**src/rtl/rk_kbd_pkg.sv**
```systemverilog
// Shared constants for the keyboard frame receiver.
// Frame layout, modifier bit positions, UART states, matrix type.
package rk_kbd_pkg;

    localparam int FRAME_LEN = 9;
    localparam int MOD_IDX   = 8;
    localparam int MOD_SHIFT = 0;
    localparam int MOD_CTRL  = 1;
    localparam int MOD_RUS   = 2;
    localparam int MOD_RST   = 7;

    localparam logic [1:0] UART_IDLE  = 2'd0;
    localparam logic [1:0] UART_START = 2'd1;
    localparam logic [1:0] UART_DATA  = 2'd2;
    localparam logic [1:0] UART_STOP  = 2'd3;

    typedef logic [7:0][7:0] kbd_matrix_t;

endpackage

```
**src/rtl/rk_uart_rx.sv**
```systemverilog
// UART 8N1 receiver with input synchronizer.
// Emits a one-cycle valid on a good stop bit, ferr on a bad one.
module rk_uart_rx
    import rk_kbd_pkg::*;
#(
    parameter int CLK_HZ = 50000000,
    parameter int BAUD   = 115200
) (
    input  logic       I_CLK,
    input  logic       I_RESET,
    input  logic       I_RX,
    output logic [7:0] O_DATA,
    output logic       O_VALID,
    output logic       O_FERR
);

    localparam int BIT_CNT = CLK_HZ / BAUD;
    localparam int HALF    = BIT_CNT / 2;
    localparam int CW      = $clog2(BIT_CNT);

    logic [2:0]    r_sync;
    logic [1:0]    r_state;
    logic [CW-1:0] r_cnt;
    logic [2:0]    r_bit;
    logic [7:0]    r_shift;
    logic          r_valid;
    logic          r_ferr;
    logic          w_rx;
    logic          w_fall;
    logic          w_full;

    assign w_rx   = r_sync[1];
    assign w_fall = r_sync[2] & ~r_sync[1];
    assign w_full = (r_cnt == CW'(BIT_CNT - 1));

    // Two-flop synchronizer plus one delayed copy for edge detect
    always_ff @(posedge I_CLK) begin
        if (I_RESET) r_sync <= 3'b111;
        else         r_sync <= {r_sync[1:0], I_RX};
    end

    // Bit-timing FSM: mid-bit sampling from the start edge
    always_ff @(posedge I_CLK) begin
        if (I_RESET) begin
            r_state <= UART_IDLE;
            r_cnt   <= '0;
            r_bit   <= '0;
            r_shift <= '0;
            r_valid <= 1'b0;
            r_ferr  <= 1'b0;
        end else begin
            r_valid <= 1'b0;
            r_ferr  <= 1'b0;
            case (r_state)
                UART_IDLE: begin
                    r_cnt <= '0;
                    if (w_fall) r_state <= UART_START;
                end
                UART_START: begin
                    if (r_cnt == CW'(HALF - 1)) begin
                        r_cnt   <= '0;
                        r_bit   <= '0;
                        r_state <= w_rx ? UART_IDLE : UART_DATA;
                    end else begin
                        r_cnt <= r_cnt + CW'(1);
                    end
                end
                UART_DATA: begin
                    if (w_full) begin
                        r_cnt   <= '0;
                        r_shift <= {w_rx, r_shift[7:1]};
                        r_bit   <= r_bit + 3'd1;
                        if (r_bit == 3'd7) r_state <= UART_STOP;
                    end else begin
                        r_cnt <= r_cnt + CW'(1);
                    end
                end
                default: begin
                    if (w_full) begin
                        r_cnt   <= '0;
                        r_valid <= w_rx;
                        r_ferr  <= ~w_rx;
                        r_state <= UART_IDLE;
                    end else begin
                        r_cnt <= r_cnt + CW'(1);
                    end
                end
            endcase
        end
    end

    assign O_DATA  = r_shift;
    assign O_VALID = r_valid;
    assign O_FERR  = r_ferr;

endmodule

```
**src/rtl/rk_kbd_frame_rx.sv**
```systemverilog
// Keyboard frame assembler, key matrix and PPA scan responder.
// Frames are shadowed and committed atomically on the modifier byte.
module rk_kbd_frame_rx
    import rk_kbd_pkg::*;
#(
    parameter int CLK_HZ     = 50000000,
    parameter int BAUD       = 115200,
    parameter int TIMEOUT_MS = 100
) (
    input  logic       I_CLK,
    input  logic       I_RESET,
    input  logic       I_RX,
    input  logic       I_NEWFRAME,
    input  logic [7:0] I_ADDR,
    output logic [7:0] O_DATA,
    output logic [2:0] O_SHIFT,
    output logic       O_K_RESET
);

    localparam longint TO_CNT =
        longint'(TIMEOUT_MS) * longint'(CLK_HZ) / 64'sd1000;
    localparam int TO_W = $clog2(TO_CNT + 1);

    logic [7:0]      w_byte;
    logic            w_valid;
    logic            w_ferr;
    logic            w_nf_rise;
    logic            w_commit;
    logic            w_to_hit;
    logic [7:0]      w_or;
    logic [2:0]      r_nf;
    logic [3:0]      r_idx;
    logic            r_bad;
    kbd_matrix_t     r_shadow;
    kbd_matrix_t     r_row;
    logic [2:0]      r_mod;
    logic            r_krst;
    logic [TO_W-1:0] r_to;

    rk_uart_rx #(
        .CLK_HZ (CLK_HZ),
        .BAUD   (BAUD)
    ) u_uart (
        .I_CLK   (I_CLK),
        .I_RESET (I_RESET),
        .I_RX    (I_RX),
        .O_DATA  (w_byte),
        .O_VALID (w_valid),
        .O_FERR  (w_ferr)
    );

    // Frame marker synchronizer with rising-edge detect
    always_ff @(posedge I_CLK) begin
        if (I_RESET) r_nf <= '0;
        else         r_nf <= {r_nf[1:0], I_NEWFRAME};
    end

    assign w_nf_rise = r_nf[1] & ~r_nf[2];
    assign w_commit  = w_valid & ~w_nf_rise & ~r_bad
                     & (r_idx == 4'(MOD_IDX));
    assign w_to_hit  = (r_to == TO_W'(TO_CNT));

    // Byte index, bad-frame flag and shadow rows
    always_ff @(posedge I_CLK) begin
        if (I_RESET) begin
            r_idx    <= '0;
            r_bad    <= 1'b0;
            r_shadow <= '0;
        end else if (w_nf_rise) begin
            r_idx <= '0;
            r_bad <= 1'b0;
        end else begin
            if (w_ferr) r_bad <= 1'b1;
            if (w_valid && r_idx < 4'(MOD_IDX)) begin
                r_shadow[r_idx[2:0]] <= w_byte;
                r_idx                <= r_idx + 4'd1;
            end else if (w_valid && r_idx == 4'(MOD_IDX)) begin
                r_idx <= 4'(FRAME_LEN);
            end
        end
    end

    // Live matrix: atomic commit, released on timeout
    always_ff @(posedge I_CLK) begin
        if (I_RESET) begin
            r_row  <= '0;
            r_mod  <= '0;
            r_krst <= 1'b0;
        end else if (w_commit) begin
            r_row  <= r_shadow;
            r_mod  <= {w_byte[MOD_RUS], w_byte[MOD_CTRL],
                       w_byte[MOD_SHIFT]};
            r_krst <= w_byte[MOD_RST];
        end else if (w_to_hit) begin
            r_row  <= '0;
            r_mod  <= '0;
            r_krst <= 1'b0;
        end
    end

    // Silence counter since last commit, saturating
    always_ff @(posedge I_CLK) begin
        if (I_RESET)       r_to <= '0;
        else if (w_commit) r_to <= '0;
        else if (!w_to_hit) r_to <= r_to + TO_W'(1);
    end

    // Scan: OR the columns of every selected row
    always_comb begin
        w_or = '0;
        for (int i = 0; i < 8; i++) begin
            if (!I_ADDR[i]) w_or = w_or | r_row[i];
        end
    end

    assign O_DATA    = ~w_or;
    assign O_SHIFT   = ~r_mod;
    assign O_K_RESET = r_krst;

endmodule

```
**config.mk**
```make
export PLATFORM = sky130hd
export DESIGN_NAME = rk_kbd_frame_rx
export DESIGN_NICKNAME = d
export VERILOG_FILES = /design/src/rtl/rk_kbd_pkg.sv /design/src/rtl/rk_uart_rx.sv /design/src/rtl/rk_kbd_frame_rx.sv
export SDC_FILE = /design/constraint.sdc
export NUM_CORES = 1
export LEC_CHECK = 0
export CAP_MARGIN = 15
export CORE_ASPECT_RATIO = 1.5
export CORE_MARGIN = 4
export CORE_UTILIZATION = 65
export DETAILED_ROUTE_END_ITERATION = 12
export HOLD_SLACK_MARGIN = 0.12
export PLACE_DENSITY = 0.84
export SETUP_SLACK_MARGIN = 0.02
export SYNTH_ARGS = -nofsm -noshare
export SYNTH_HDL_FRONTEND = slang
export SYNTH_SLANG_ARGS = --single-unit
```
**constraint.sdc**
```tcl
create_clock -name I_CLK -period 7.1 [get_ports I_CLK]
set_clock_uncertainty 0.2 [all_clocks]
set_input_delay 1.065 -clock I_CLK [delete_from_list [all_inputs] [get_ports I_CLK]]
set_output_delay 1.065 -clock I_CLK [all_outputs]
set_load 0.005 [all_outputs]
```
# After elaboration in Yosys (flattened, before gate mapping)
# Index checks and enable logic that the tools add are counted.
word_totals:
  ff_bits: 190
  in_bits: 12
  output_inout_bits: 12
  elab_cells: 113
classes:
  addsub: 4
  n_lt_le_gt_ge: 3
  eq_ne: 11
  muxes: 32
  bitwise_logic: 19
  n_reduce_logical: 15
op_table:
  columns: ["operator", "count"]
  rows:
  - ["64-bit two-way mux", 2]
  - ["8-bit two-way mux", 9]
  - ["64-bit bitwise mux", 1]
  - ["8-bit OR", 7]
  - ["8-bit demux with 3-bit select", 1]
  - ["23-bit by 1-bit adder with 23-bit output (second input constant)", 1]
  - ["23-bit == test (second input constant)", 1]
  - ["9-bit two-way mux", 2]
  - ["9-bit case mux with 2 select lines", 1]
  - ["2-bit two-way mux", 6]
  - ["3-bit two-way mux", 4]
  - ["9-bit by 1-bit adder with 9-bit output (second input constant)", 1]
  - ["9-bit by 8-bit == test with 1-bit output (second input constant)", 1]
  - ["9-bit == test (second input constant)", 1]
  - ["4-bit two-way mux", 2]
  - ["2-bit by 1-bit inequality test with 1-bit output (second input constant)", 4]
  - ["8-bit inverter", 1]
  - ["2-bit case mux with 3 select lines", 1]
  - ["3-bit case mux with 2 select lines", 1]
  - ["2-bit nonzero test", 3]
  - ["1-bit bitwise AND", 5]
  - ["1-bit inverter", 5]
  - ["5-bit AND reduction", 1]
  - ["5-bit OR reduction", 1]
  - ["17 further kinds", 22]

# Logic depth before layout (Yosys ltp)
depth:
  word_depth: 16
  mapped_depth: 9
  mapped_depth_nobuf: 6

# Modules after synthesis
# Synthesis repeated with hierarchy kept, for this count alone.
hier_totals:
  cells_unflattened: 926
  area_unflattened_um2: 7908.8
by_module_without_submodules:
  columns: ["module", "n_inst", "cells_each", "area_each_um2", "seq_area_each_um2"]
  rows:
  - ["rk_kbd_frame_rx", 1, 794, 6732.7, 3263.1]
  - ["rk_uart_rx", 1, 132, 1176.1, 540.5]

# Worst setup path before layout
# No wires, ideal clock.
synth_timing:
  kind: "input-to-output"
  startpoint: "input port I_ADDR[4]"
  endpoint: "output port O_DATA[1]"
  arrival_ns: 1.718
  required_ns: 5.835
  setup_slack_ns: 4.117
  stages: 3
  path_buffers: 1
  cell_sequence: "clkbuf_1 -> o22ai_1 -> nor4_1"
synth_between:
  elab_chain_len: 8
synth_lines:
  columns: ["element", "line", "rtl"]
  rows:
  - ["from (decl)", "rk_kbd_frame_rx.sv:14", "input logic [7:0] I_ADDR,"]
  - ["8-bit two-way mux (*)", "rk_kbd_frame_rx.sv:112", "if (!I_ADDR[i]) w_or = w_or | r_row[i];"]
  - ["8-bit OR", "rk_kbd_frame_rx.sv:112", null]
  - ["8-bit two-way mux (*)", "rk_kbd_frame_rx.sv:112", null]
  - ["8-bit OR", "rk_kbd_frame_rx.sv:112", null]
  - ["8-bit two-way mux (*)", "rk_kbd_frame_rx.sv:112", null]
  - ["8-bit OR", "rk_kbd_frame_rx.sv:112", null]
  - ["8-bit two-way mux (*)", "rk_kbd_frame_rx.sv:112", null]
  - ["8-bit inverter (*)", "rk_kbd_frame_rx.sv:116", "assign O_DATA = ~w_or;"]
  - ["to (decl)", "rk_kbd_frame_rx.sv:15", "output logic [7:0] O_DATA,"]
# Every way passes the cells marked *; elsewhere a longest branch is shown, timed or not.

# Worst setup path after layout
# Same ends and word-level chain as after synthesis.

==> flow_summary_export.csv <==
group,metric,value,unit
outcome,status,"finished clean",
synthesis,synth.yosys.seq_area_share,0.5062,
timing,min_period,4.229,ns
layout,layout-drive-gt1-share,0.06133,
setup_path,end_kind,"primary output",
global_routing,antenna_found_initial,0,
timing,tightest_slew,0.9924,ns
placed_design,place_ws,2.858,ns
die,coreArea,0.01117,sq mm
setup_path,cp_data_required_time,5.83,ns
placed_design,portBuffers,23,
placed_design,post-dp-hpwl,11610,um
global_routing,overflow,0,
synthesis,synthCells,795,
clocking,insertion_delay,0.43,ns
timing,fmax,0.2365,GHz
synthesis,synth_warnings,0,
setup_path,crit-reg2reg-launch,"r_idx[1]$_SDFFE_PP0P_",
setup_path,startpoint_type,"input port",
die,rows,47,
drt,drt_iter0_markers,385,
layout,syn2layout_area_growth,11.09,%
clocking,clk_path_buf_depth,2,
timing,setup_slack,2.871,ns
drt,wl,17450,um
synthesis,ys_ff_latch,190,
synthesis,async_flop_share,0,
global_routing,grt_pass1_wl,28510,um
clocking,cts_tree,"built",
synthesis,ys.flop_type,"dfxtp_1",
timing,rsz0062_at_grt,"no",
clocking,path_clk_slew,0.07,ns
synthesis,netlist_area,0.007515,sq mm
timing,fin_setup_tns,0,ns
setup_path,rrSetupSlack,4.27,ns
global_routing,grt_max_degree,69,
clocking,cts_sinks,190,
run,cap_violations,0,
drt,wl_per_cell,18.45,um
synthesis,synth_fp_nets,816,
clocking,post-cts-setup-buffers,0,
clocking,cts_buffers,17,
placed_design,gp_congestion,0.9006,
drt,via_per_inst,6.090,
layout,n_fill_cell,772,
drt,ant_nets,0,
setup_path,reg2regPathDepth,7,
clocking,ctsResizeCount,0,
layout,antenna_cells,0,
clocking,htree_levels,4,
hold_path,hp-start,"u_uart.r_sync[0]$_SDFF_PP1_",
layout,layout.nets,807,
hold_path,holdPathEnd,"u_uart.r_sync[1]$_SDFF_PP1_",
synthesis,synth_area_leaders,"dfxtp_1 (51%), mux2i_1 (8.8%), a22o_1 (7.9%), nor2_1 (4.8%), inv_1 (4.0%)",
power,vdd_drop_max,0.0002337,V
synthesis,synth_edf_count,0,
clocking,clockRootBuffer,"clkbuf_16",
global_routing,grt_usage,0.2714,
synthesis,synth_common_cells,"dfxtp_1 (190), nor2_1 (97), inv_1 (81), a22o_1 (68), mux2i_1 (66)",
setup_path,path_class,"input port to primary output",
die,die_w,95.79,um
synthesis,netlist.top_cell.by_area,"dfxtp_1",
clocking,holdBufCountCts,0,
synthesis,synth.distinct_cells,52,
timing,finalHoldViolations,0,
power,p_leak,0.003139,uW
drt,dr.pass1.iters,5,
hold_path,min_path_type,"flop to flop",
die,num_io_pins,24,
die,die-area,0.01338,sq mm
synthesis,syn_avg_cell_area,9.452,sq um
setup_path,critical_path_arrival,2.96,ns
synthesis,synth_most_common_cell,"dfxtp_1",
timing,maxSlewHeadroom,0.3348,
power,p_per_area,248.7,mW/mm^2
drt,dr_total_vias,5761,
die,fp.dieH,139.7,um
setup_path,worst-path-max-fanout,8,
timing,finalSetupViolCount,0,
die,start_util,0.6726,
hold_path,min_path_cells,1,
global_routing,grt_pass1_vias,5543,
drt,drcViolationCount,0,
timing,slew_viol_final,0,
synthesis,yosysTopAreaCellShare,0.5062,
setup_path,r2r-end,"r_row[2]$_SDFFE_PP0P_",
timing,min_period_over_period,0.5956,
==> report_power, final <==
part           switching (uW)  internal [uW]
clock                     402            559
combinational            29.7           12.4
sequential               4.34           1070
total                     436           1640
==> how the worst max path moves through the flow <==
stage	startpoint	end	slack, ns	depth (start not counted)
6_report	I_ADDR[4]	O_DATA[1]	2.87	4
5_1_grt	I_ADDR[5]	O_DATA[3]	2.78	4
4_1_cts	I_ADDR[4]	O_DATA[3]	2.83	4
3_5_place_dp	I_ADDR[1]	O_DATA[3]	2.86	4
3_3_place_gp	I_ADDR[2]	O_DATA[4]	2.88	4
2_1_floorplan	I_ADDR[4]	O_DATA[1]	4.12	3
==> cells by family (layout without fill, tap and decap cells) <==
family | count (synthesis) | count (layout) | share of synthesized area
AND/OR/NAND/NOR | 231 | 231 | 0.1578
adder cells (fa/ha/maj) | 9 | 9 | 0.01499
flip-flops | 190 | 190 | 0.5062
AO/OA/AOI/OAI | 145 | 145 | 0.1420
XOR/XNOR | 17 | 17 | 0.01981
multiplexers | 66 | 66 | 0.08791
buffers and inverters | 137 | 141 | 0.07126
==> stage by stage <==
stage | area, sq um | total power [uW] | cells | utilization | hold WS, ns
final | 8348 | 2076 | 946 | 0.7471 | 0.2097
after global routing | 8348 | 2145 | 946 | 0.7471 | 0.2296
after floorplan | 7515 | 1125 | 795 | - | 0.1895
after CTS | 8341 | 2088 | 945 | 0.7465 | 0.2090
after detailed placement | 7741 | 1138 | 913 | 0.6928 | 0.1932
after global placement | 7741 | 1137 | 913 | 0.6928 | 0.1944
==> critical path: stages <==
cell and delay [ns]:
clkdlybuf4s50_1 0.71, o22ai_1 0.15, nor4_1 0.45, clkdlybuf4s50_1 0.59
==> layout make-up <==
| type | instances | area (sq um) | area share |
|---|---|---|---|
| timing repair buffer | 28 | 262.8 | 0.03147 |
| tap | 147 | 183.9 | 0.02203 |
| sequential | 190 | 3804 | 0.4556 |
| clock inverter | 12 | 162.7 | 0.01948 |
| multi-input combinational | 468 | 3194 | 0.3826 |
| clock buffer | 20 | 436.7 | 0.05231 |
| inverter | 81 | 304.0 | 0.03642 |
==> per-layer routing <==
metal	vias up	part of all wire	routed length (um)	global-route usage
li1	2743	-	-	-
met1	2832	0.41	7209	0.3354
met2	150	0.52	8997	0.4641
met3	36	0.046	811	0.05400
met4	0	0.025	433	0.09145
met5	-	0	0	0
==> flip-flops by register name (all words and copies together), names as in the netlist <==
| register | flops |
|---|---|
| r_row | 64 |
| r_shadow | 64 |
| r_to | 23 |
| u_uart.r_cnt | 9 |
| u_uart.O_DATA | 8 |
| r_idx | 4 |
| r_mod | 3 |
| r_nf | 3 |
| u_uart.r_bit | 3 |
| u_uart.r_sync | 3 |
| u_uart.r_state | 2 |
| O_K_RESET | 1 |
| r_bad | 1 |
| u_uart.O_FERR | 1 |
| u_uart.O_VALID | 1 |
==> layout by cell type (no fill, tap or decap), drive strengths merged, types with 3 or more instances in the layout <==
cell type and instances:
or4 7, nand2b 3, xnor2 12, nor3b 3
a21oi 22, o31ai 4, a22o 68, ha 9
nand3 16, clkbuf 20, o21ai 6, nor3 4
xor2 5, o22ai 33, or2 4, nand4 11
nor4 15, inv 83, nor2b 7, nand2 37
nor4b 3, nor4bb 5, nand4b 4, buf 6
bufinv 3, mux2i 66, or3 6, nor2 97
clkinv 6, clkdlybuf4s50 22, and4b 3, dfxtp 190
Power figures use the tool's default switching activity.
